<file path="config.mk">
export PLATFORM = sky130hd
export DESIGN_NAME = sitcpxg_tx_stream_arbiter_flat
export DESIGN_NICKNAME = d
export VERILOG_FILES = /design/src/rtl/sitcpxg_tx_stream_arbiter_if.sv /design/src/rtl/sitcpxg_tx_stream_arbiter.sv /design/src/flat_wrapper.sv
export SDC_FILE = /design/constraint.sdc
export NUM_CORES = 1
export LEC_CHECK = 0
export ABC_AREA = 1
export BUFFER_PORTS_ARGS = -buffer_cell sky130_fd_sc_hd__buf_4
export CORE_AREA = 2 2 197 199
export DETAILED_ROUTE_END_ITERATION = 10
export DIE_AREA = 0 0 199 201
export PLACE_DENSITY = 0.84
export SETUP_SLACK_MARGIN = 0.5
export SLEW_MARGIN = 20
export SYNTH_ARGS = -nofsm -noshare
export SYNTH_HDL_FRONTEND = slang
export SYNTH_SLANG_ARGS = --single-unit
</file>
<file path="constraint.sdc">
create_clock -name XGMII_CLOCK -period 10.7 [get_ports XGMII_CLOCK]
set_input_delay 0.535 -clock XGMII_CLOCK [delete_from_list [all_inputs] [get_ports XGMII_CLOCK]]
set_output_delay 0.535 -clock XGMII_CLOCK [all_outputs]
set_load 0.005 [all_outputs]
</file>
<file path="src/rtl/sitcpxg_tx_stream_arbiter_if.sv">
// Bus bundle between the NCH user streams, the arbiter and the SiTCP 10GbE
// TCP transmit port.
//   master : arbiter side (drives CH_READY, USER_TX_*, CLOSE_ACK, GRANT_CH, BUSY)
//   slave  : environment side (streams + SiTCP)
// Stream i occupies CH_TX_D[64i+63:64i] (big endian) and CH_TX_B[4i+3:4i].
interface sitcpxg_tx_stream_arbiter_if #(
  parameter int NCH = 4
);
  logic [NCH*64-1:0] CH_TX_D;
  logic [NCH*4-1:0]  CH_TX_B;
  logic [NCH-1:0]    CH_VALID;
  logic [NCH-1:0]    CH_LAST;
  logic [NCH-1:0]    CH_READY;
  logic [63:0]       USER_TX_D;
  logic [3:0]        USER_TX_B;
  logic              USER_TX_AFULL;
  logic              USER_SESSION_ESTABLISHED;
  logic              USER_SESSION_CLOSE_REQ;
  logic              USER_SESSION_CLOSE_ACK;
  logic [2:0]        GRANT_CH;
  logic              BUSY;

  modport master (
    input  CH_TX_D, CH_TX_B, CH_VALID, CH_LAST,
    input  USER_TX_AFULL, USER_SESSION_ESTABLISHED, USER_SESSION_CLOSE_REQ,
    output CH_READY, USER_TX_D, USER_TX_B, USER_SESSION_CLOSE_ACK,
    output GRANT_CH, BUSY
  );

  modport slave (
    output CH_TX_D, CH_TX_B, CH_VALID, CH_LAST,
    output USER_TX_AFULL, USER_SESSION_ESTABLISHED, USER_SESSION_CLOSE_REQ,
    input  CH_READY, USER_TX_D, USER_TX_B, USER_SESSION_CLOSE_ACK,
    input  GRANT_CH, BUSY
  );
endinterface

</file>
<file path="src/rtl/sitcpxg_tx_stream_arbiter.sv">
// Round-robin burst arbiter sharing the SiTCP 10GbE TCP TX port between NCH
// streams. Each grant optionally starts with an 8-byte header
// {A5C3, 00, ch, seq[ch]} so the host can demultiplex; a burst ends on LAST or
// after MAX_BURST accepted words. AFULL gates CH_READY combinationally, data
// reaches USER_TX_* through one register stage. Session close is acknowledged
// only at a burst boundary; loss of ESTABLISHED abandons the burst and clears
// the round-robin pointer and all header sequence counters.
// Ports:
//   XGMII_CLOCK : clock
//   RSTs        : asynchronous active-high reset
//   bus         : stream + SiTCP bundle (master modport)
module sitcpxg_tx_stream_arbiter #(
  parameter int NCH       = 4,
  parameter int MAX_BURST = 64,
  parameter int HDR_EN    = 1
) (
  input  logic                            XGMII_CLOCK,
  input  logic                            RSTs,
  sitcpxg_tx_stream_arbiter_if.master     bus
);

  localparam logic [1:0] S_IDLE  = 2'd0;
  localparam logic [1:0] S_HDR   = 2'd1;
  localparam logic [1:0] S_DATA  = 2'd2;
  localparam logic [1:0] S_CLOSE = 2'd3;

  logic [1:0]       state;
  logic [2:0]       grant;
  logic [2:0]       rr;
  logic             busy;
  logic             ack;
  logic [63:0]      tx_d;
  logic [3:0]       tx_b;
  logic [7:0]       cnt;
  logic [7:0][31:0] seq;

  logic est, afull, close_req;
  assign est       = bus.USER_SESSION_ESTABLISHED;
  assign afull     = bus.USER_TX_AFULL;
  assign close_req = bus.USER_SESSION_CLOSE_REQ;

  // Streams widened to 8 lanes so a 3-bit grant index is always in range;
  // absent lanes read as idle.
  logic [7:0][63:0] ch_d;
  logic [7:0][3:0]  ch_b;
  logic [7:0]       ch_v;
  logic [7:0]       ch_l;

  for (genvar i = 0; i < 8; i++) begin : g_lane
    if (i < NCH) begin : g_on
      assign ch_d[i] = bus.CH_TX_D[i*64 +: 64];
      assign ch_b[i] = bus.CH_TX_B[i*4 +: 4];
      assign ch_v[i] = bus.CH_VALID[i];
      assign ch_l[i] = bus.CH_LAST[i];
      assign bus.CH_READY[i] = (state == S_DATA) && (grant == 3'(i)) && est && !afull;
    end else begin : g_off
      assign ch_d[i] = '0;
      assign ch_b[i] = '0;
      assign ch_v[i] = 1'b0;
      assign ch_l[i] = 1'b0;
    end
  end

  logic [63:0] sel_d;
  logic [3:0]  sel_b;
  logic        sel_last;
  logic        accept;
  assign sel_d    = ch_d[grant];
  assign sel_b    = ch_b[grant];
  assign sel_last = ch_l[grant];
  assign accept   = (state == S_DATA) && ch_v[grant] && est && !afull;

  // First valid stream at or after the round-robin pointer, wrapping at NCH.
  logic [2:0] pick;
  logic       found;
  logic [3:0] idx;
  always_comb begin
    pick  = rr;
    found = 1'b0;
    idx   = '0;
    for (int k = 0; k < NCH; k++) begin
      idx = {1'b0, rr} + 4'(k);
      if (idx >= 4'(NCH)) idx = idx - 4'(NCH);
      if (!found && ch_v[idx[2:0]]) begin
        pick  = idx[2:0];
        found = 1'b1;
      end
    end
  end

  logic [2:0] rr_next;
  assign rr_next = (grant == 3'(NCH-1)) ? 3'd0 : grant + 3'd1;

  always_ff @(posedge XGMII_CLOCK or posedge RSTs) begin
    if (RSTs) begin
      state <= S_IDLE;
      grant <= '0;
      rr    <= '0;
      busy  <= 1'b0;
      ack   <= 1'b0;
      tx_d  <= '0;
      tx_b  <= '0;
      cnt   <= '0;
      seq   <= '0;
    end else begin
      tx_b <= 4'd0;  // no write unless a header or word goes out this cycle
      if (state == S_CLOSE) begin
        // ACK follows REQ one cycle late; leave as soon as REQ is seen low.
        ack <= close_req;
        if (!close_req) state <= S_IDLE;
      end else if (!est) begin
        // Session gone: abandon burst, restart numbering for the next session.
        busy  <= 1'b0;
        rr    <= '0;
        seq   <= '0;
        cnt   <= '0;
        state <= close_req ? S_CLOSE : S_IDLE;
      end else begin
        case (state)
          S_IDLE: begin
            if (close_req) begin
              state <= S_CLOSE;
            end else if (!afull && found) begin
              grant <= pick;
              busy  <= 1'b1;
              cnt   <= '0;
              state <= (HDR_EN != 0) ? S_HDR : S_DATA;
            end
          end
          S_HDR: begin
            if (!afull) begin
              tx_d       <= {16'hA5C3, 8'h00, 5'b0, grant, seq[grant]};
              tx_b       <= 4'd8;
              seq[grant] <= seq[grant] + 32'd1;
              state      <= S_DATA;
            end
          end
          S_DATA: begin
            if (accept) begin
              tx_d <= sel_d;
              // Illegal byte counts are consumed but never written.
              tx_b <= (sel_b != 4'd0 && sel_b <= 4'd8) ? sel_b : 4'd0;
              if (sel_last || cnt == 8'(MAX_BURST-1)) begin
                busy  <= 1'b0;
                rr    <= rr_next;
                cnt   <= '0;
                // A pending close is taken here, skipping re-arbitration.
                state <= close_req ? S_CLOSE : S_IDLE;
              end else begin
                cnt <= cnt + 8'd1;
              end
            end
          end
          default: state <= S_IDLE;
        endcase
      end
    end
  end

  assign bus.USER_TX_D              = tx_d;
  assign bus.USER_TX_B              = tx_b;
  assign bus.USER_SESSION_CLOSE_ACK = ack;
  assign bus.GRANT_CH               = grant;
  assign bus.BUSY                   = busy;

endmodule

</file>
<file path="src/flat_wrapper.sv">
// flat-port wrapper written by rule: the top's interface ports become plain ports
module sitcpxg_tx_stream_arbiter_flat 
#(
  parameter int NCH       = 4,
  parameter int MAX_BURST = 64,
  parameter int HDR_EN    = 1
)
  (XGMII_CLOCK, RSTs, bus_CH_TX_D, bus_CH_TX_B, bus_CH_VALID, bus_CH_LAST, bus_USER_TX_AFULL, bus_USER_SESSION_ESTABLISHED, bus_USER_SESSION_CLOSE_REQ, bus_CH_READY, bus_USER_TX_D, bus_USER_TX_B, bus_USER_SESSION_CLOSE_ACK, bus_GRANT_CH, bus_BUSY);
  sitcpxg_tx_stream_arbiter_if #(.NCH(NCH)) bus_i ();
  input  logic XGMII_CLOCK;
  input  logic RSTs;
  input wire logic [$bits(bus_i.CH_TX_D)-1:0] bus_CH_TX_D;
  input wire logic [$bits(bus_i.CH_TX_B)-1:0] bus_CH_TX_B;
  input wire logic [$bits(bus_i.CH_VALID)-1:0] bus_CH_VALID;
  input wire logic [$bits(bus_i.CH_LAST)-1:0] bus_CH_LAST;
  input wire logic [$bits(bus_i.USER_TX_AFULL)-1:0] bus_USER_TX_AFULL;
  input wire logic [$bits(bus_i.USER_SESSION_ESTABLISHED)-1:0] bus_USER_SESSION_ESTABLISHED;
  input wire logic [$bits(bus_i.USER_SESSION_CLOSE_REQ)-1:0] bus_USER_SESSION_CLOSE_REQ;
  output wire logic [$bits(bus_i.CH_READY)-1:0] bus_CH_READY;
  output wire logic [$bits(bus_i.USER_TX_D)-1:0] bus_USER_TX_D;
  output wire logic [$bits(bus_i.USER_TX_B)-1:0] bus_USER_TX_B;
  output wire logic [$bits(bus_i.USER_SESSION_CLOSE_ACK)-1:0] bus_USER_SESSION_CLOSE_ACK;
  output wire logic [$bits(bus_i.GRANT_CH)-1:0] bus_GRANT_CH;
  output wire logic [$bits(bus_i.BUSY)-1:0] bus_BUSY;
  assign bus_i.CH_TX_D = bus_CH_TX_D;
  assign bus_i.CH_TX_B = bus_CH_TX_B;
  assign bus_i.CH_VALID = bus_CH_VALID;
  assign bus_i.CH_LAST = bus_CH_LAST;
  assign bus_i.USER_TX_AFULL = bus_USER_TX_AFULL;
  assign bus_i.USER_SESSION_ESTABLISHED = bus_USER_SESSION_ESTABLISHED;
  assign bus_i.USER_SESSION_CLOSE_REQ = bus_USER_SESSION_CLOSE_REQ;
  assign bus_CH_READY = bus_i.CH_READY;
  assign bus_USER_TX_D = bus_i.USER_TX_D;
  assign bus_USER_TX_B = bus_i.USER_TX_B;
  assign bus_USER_SESSION_CLOSE_ACK = bus_i.USER_SESSION_CLOSE_ACK;
  assign bus_GRANT_CH = bus_i.GRANT_CH;
  assign bus_BUSY = bus_i.BUSY;
  sitcpxg_tx_stream_arbiter #(.NCH(NCH), .MAX_BURST(MAX_BURST), .HDR_EN(HDR_EN)) u_core (.XGMII_CLOCK(XGMII_CLOCK), .RSTs(RSTs), .bus(bus_i));
endmodule
</file>
==> impl_metrics.json <==
{
  "fin_ws_ns": 5.74,
  "setup_violations": 0,
  "first_pass_iters": 6,
  "drv_slew": 0,
  "crit_chain": "buf_4 > inv_1 > buf_4 > nor2_4 > nand2_1 > inv_2 > buf_4 > nand2_1 > o21ai_1 > o21ai_1 > a21boi_4 > buf_4 > inv_2 > o21ai_0",
  "r2r_end": "u_core.bus.USER_TX_D[40]",
  "fin_nets": 3275,
  "r2r_cells": 14,
  "antenna_left": 0,
  "critPathMaxFanout": 67,
  "cts_resized": 0,
  "max_freq_mhz": 201,
  "yosysWarnings": 0,
  "max_slew_margin": 0.301,
  "synth-edff-count": 0,
  "overflow": 0,
  "start_kind": "register",
  "cap_violations": 0,
  "cp_top_family": "buffers and inverters",
  "chipHeight_um": 201,
  "clock_latency_ns": 0.53,
  "crit_cells": 14,
  "syn_nets": 2986,
  "synthCells": 2689,
  "final_cells": 3541,
  "initialDrtViolationCount": 2825,
  "drt_drc_violations_left": 0,
  "vias": 21002,
  "synth_cell_types": 41,
  "cts_setup_buffers": 0,
  "vdd_drop_max_mv": 0.187,
  "port_buffers": 361,
  "power_mw": 5.11,
  "timing.hold.ws_ns": 0.130,
  "htreeDepth": 2,
  "hold_buffers": 0,
  "initial_utilization": 0.499,
  "syn_to_final_growth_pct": 21.9,
  "p_per_area_nw_per_um2": 221,
  "fin_skew_ns": 0.0215,
  "hp-class": "in2async",
  "min_period_ns": 4.96,
  "finalWirelength_mm": 78.3,
  "finalCritPeriodShare": 0.464,
  "cp_slowest_cell": "buf_4",
  "cp_data_arrival_time_ns": 5.38,
  "rr_startpoint": "u_core.bus.GRANT_CH[1]",
  "grt_pass1_vias": 19893,
  "viasPerCell": 5.93,
  "tightest_slew_ns": 1.05,
  "critical_path_class": "reg2reg",
  "synth-seq-area-share": 0.450,
  "dieArea_um2": 40000,
  "synth_flop_cell": "dfrtp_1",
  "core-area_um2": 38100,
  "worstSetupEndpoint": "u_core.bus.USER_TX_D[40]",
  "status": "finished clean",
  "pin_count": 362,
  "dp_hpwl_mm": 53.6,
  "routedWlPerCell_um": 22.1,
  "end_kind": "register",
  "required_ns": 11.12,
  "synth_area_um2": 19000,
  "gp_congestion": 1.04,
  "numClockSinks": 342,
  "syn_avg_cell_area_um2": 7.07,
  "setup_tns_ns": 0,
  "hold_viol_final": 0,
  "grt_usage": 0.393,
  "clockRootBuffer": "clkbuf_16",
  "grt_max_degree": 112,
  "clkSlewWorstSetupHoldPaths_ns": 0.06,
  "dp_slack_ns": 5.84,
  "numCtsBuffers": 37,
  "fp.dieW_um": 199,
  "max_stage_delay_ns": 0.60,
  "async_flop_share": 1.00,
  "p_leak_nw": 11.8,
  "clk_path_buf_depth": 3,
  "ys_seq_elements": 342,
  "r2r_slack_ns": 5.74,
  "rsz0062_at_grt": "no",
  "grt_pass1_wl_mm": 119,
  "critPathBufInv": 7,
  "cts_tree": "done",
  "rows": 72,
  "crit_top_cell": "buf_4",
  "cp-startpoint": "u_core.bus.GRANT_CH[1]",
  "antenna_found_initial": 22,
  "drive_gt1_frac": 0.163,
  "dp.cells": 3457
}
[routing by layer]
metal	GRT usage	vias up	share of wire	wire length (um)
met3	0.155	343	0.13	10300
met5	0	-	0.00054	42
met2	0.570	1549	0.44	34700
met4	0.289	8	0.075	5890
li1	-	9273	-	-
met1	0.473	9829	0.35	27400
[worst min-delay path by stage]
stage | from | to | slack (ns) | depth (start not counted)
2_1_floorplan | u_core.seq[115] | u_core.seq[115] | 0.45 | 2
4_1_cts | RSTs | u_core.rr[0] | 0.20 | 2
6_report | RSTs | u_core.rr[0] | 0.13 | 2
5_1_grt | RSTs | u_core.bus.USER_TX_D[38] | 0.22 | 2
3_5_place_dp | u_core.seq[243] | u_core.seq[243] | 0.47 | 2
3_3_place_gp | u_core.seq[182] | u_core.seq[182] | 0.46 | 2
[stage by stage]
step | utilization | instance area [um^2]
finish | 0.608 | 23200
global route | 0.608 | 23200
CTS | 0.607 | 23100
detailed placement | 0.577 | 22000
global placement | 0.577 | 22000
floorplan | - | 19000
[power by group]
| part | internal (mW) | switching, mW | total (mW) |
|---|---|---|---|
| Combinational | 0.693 | 1.58 | 2.28 |
| Clock | 0.704 | 0.534 | 1.24 |
| Sequential | 1.45 | 0.150 | 1.60 |
[worst reg2reg max path, cell delays in order (launching register included)]
cell and delay, ns:
dfrtp_1 0.33, buf_4 0.51, inv_1 0.12, buf_4 0.34
nor2_4 0.51, nand2_1 0.21, inv_2 0.08, buf_4 0.60
nand2_1 0.11, o21ai_1 0.11, o21ai_1 0.17, a21boi_4 0.20
buf_4 0.56, inv_2 0.61, o21ai_0 0.40
[logic make-up after synthesis]
family / count (synthesis) / synth area share
AND/OR/NAND/NOR: 1580 / 0.336
AO/OA/AOI/OAI: 381 / 0.121
buffers and inverters: 362 / 0.0784
flip-flops: 342 / 0.450
adder cells (fa/ha/maj): 12 / 0.00789
XOR/XNOR: 11 / 0.00586
multiplexers: 1 / 0.000526
[cell usage after synthesis (all sizes together) (3+ instances only)]
cell type	number	area, um^2
a22oi	3	22.5
o22ai	91	569
dfrtp	342	8560
o21ai	150	758
clkbuf	80	300
inv	214	806
nand2	1173	4420
nor3	4	20.0
nand4	37	238
clkinv	8	30.0
a22o	51	447
nand3	218	1110
ha	12	150
buf	60	355
a21oi	39	195
o211ai	9	67.6
xor2	11	111
a31oi	32	200
nor2	143	567
[layout by cell type (no fill, tap or decap), types with 12 or more instances in the layout]
master     netlist  layout
a21oi_1         39      37
a22o_1          51      51
a31oi_1         32      32
buf_4           12     389
clkbuf_16        0      39
dfrtp_1        342     341
diode_2          0      20
inv_1          211     206
nand2_1       1165    1165
nand3_1        215     215
nand4_1         36      36
nor2_1         135     129
nor2_2           6      12
o21ai_0        140     140
o22ai_1         91      91
[area by class of cell]
cell class / count / area (um^2)
fillers: 3322 / 14900
inverters: 222 / 843
clock buffers: 55 / 1090
repair buffers: 390 / 2930
multi-input cells: 1985 / 9000
diodes: 20 / 50.0
clock inverters: 9 / 55.1
well taps: 518 / 648
flip-flops and latches: 342 / 8560
[registers in the layout, indices dropped and copies added, names as in the netlist]
name / cells
u_core.bus.BUSY: 1
u_core.state: 2
u_core.rr: 3
u_core.bus.USER_TX_B: 4
u_core.cnt: 8
u_core.bus.GRANT_CH: 3
u_core.bus.USER_SESSION_CLOSE_ACK: 1
u_core.seq: 256
u_core.bus.USER_TX_D: 64
Power figures use the tool's default switching activity.
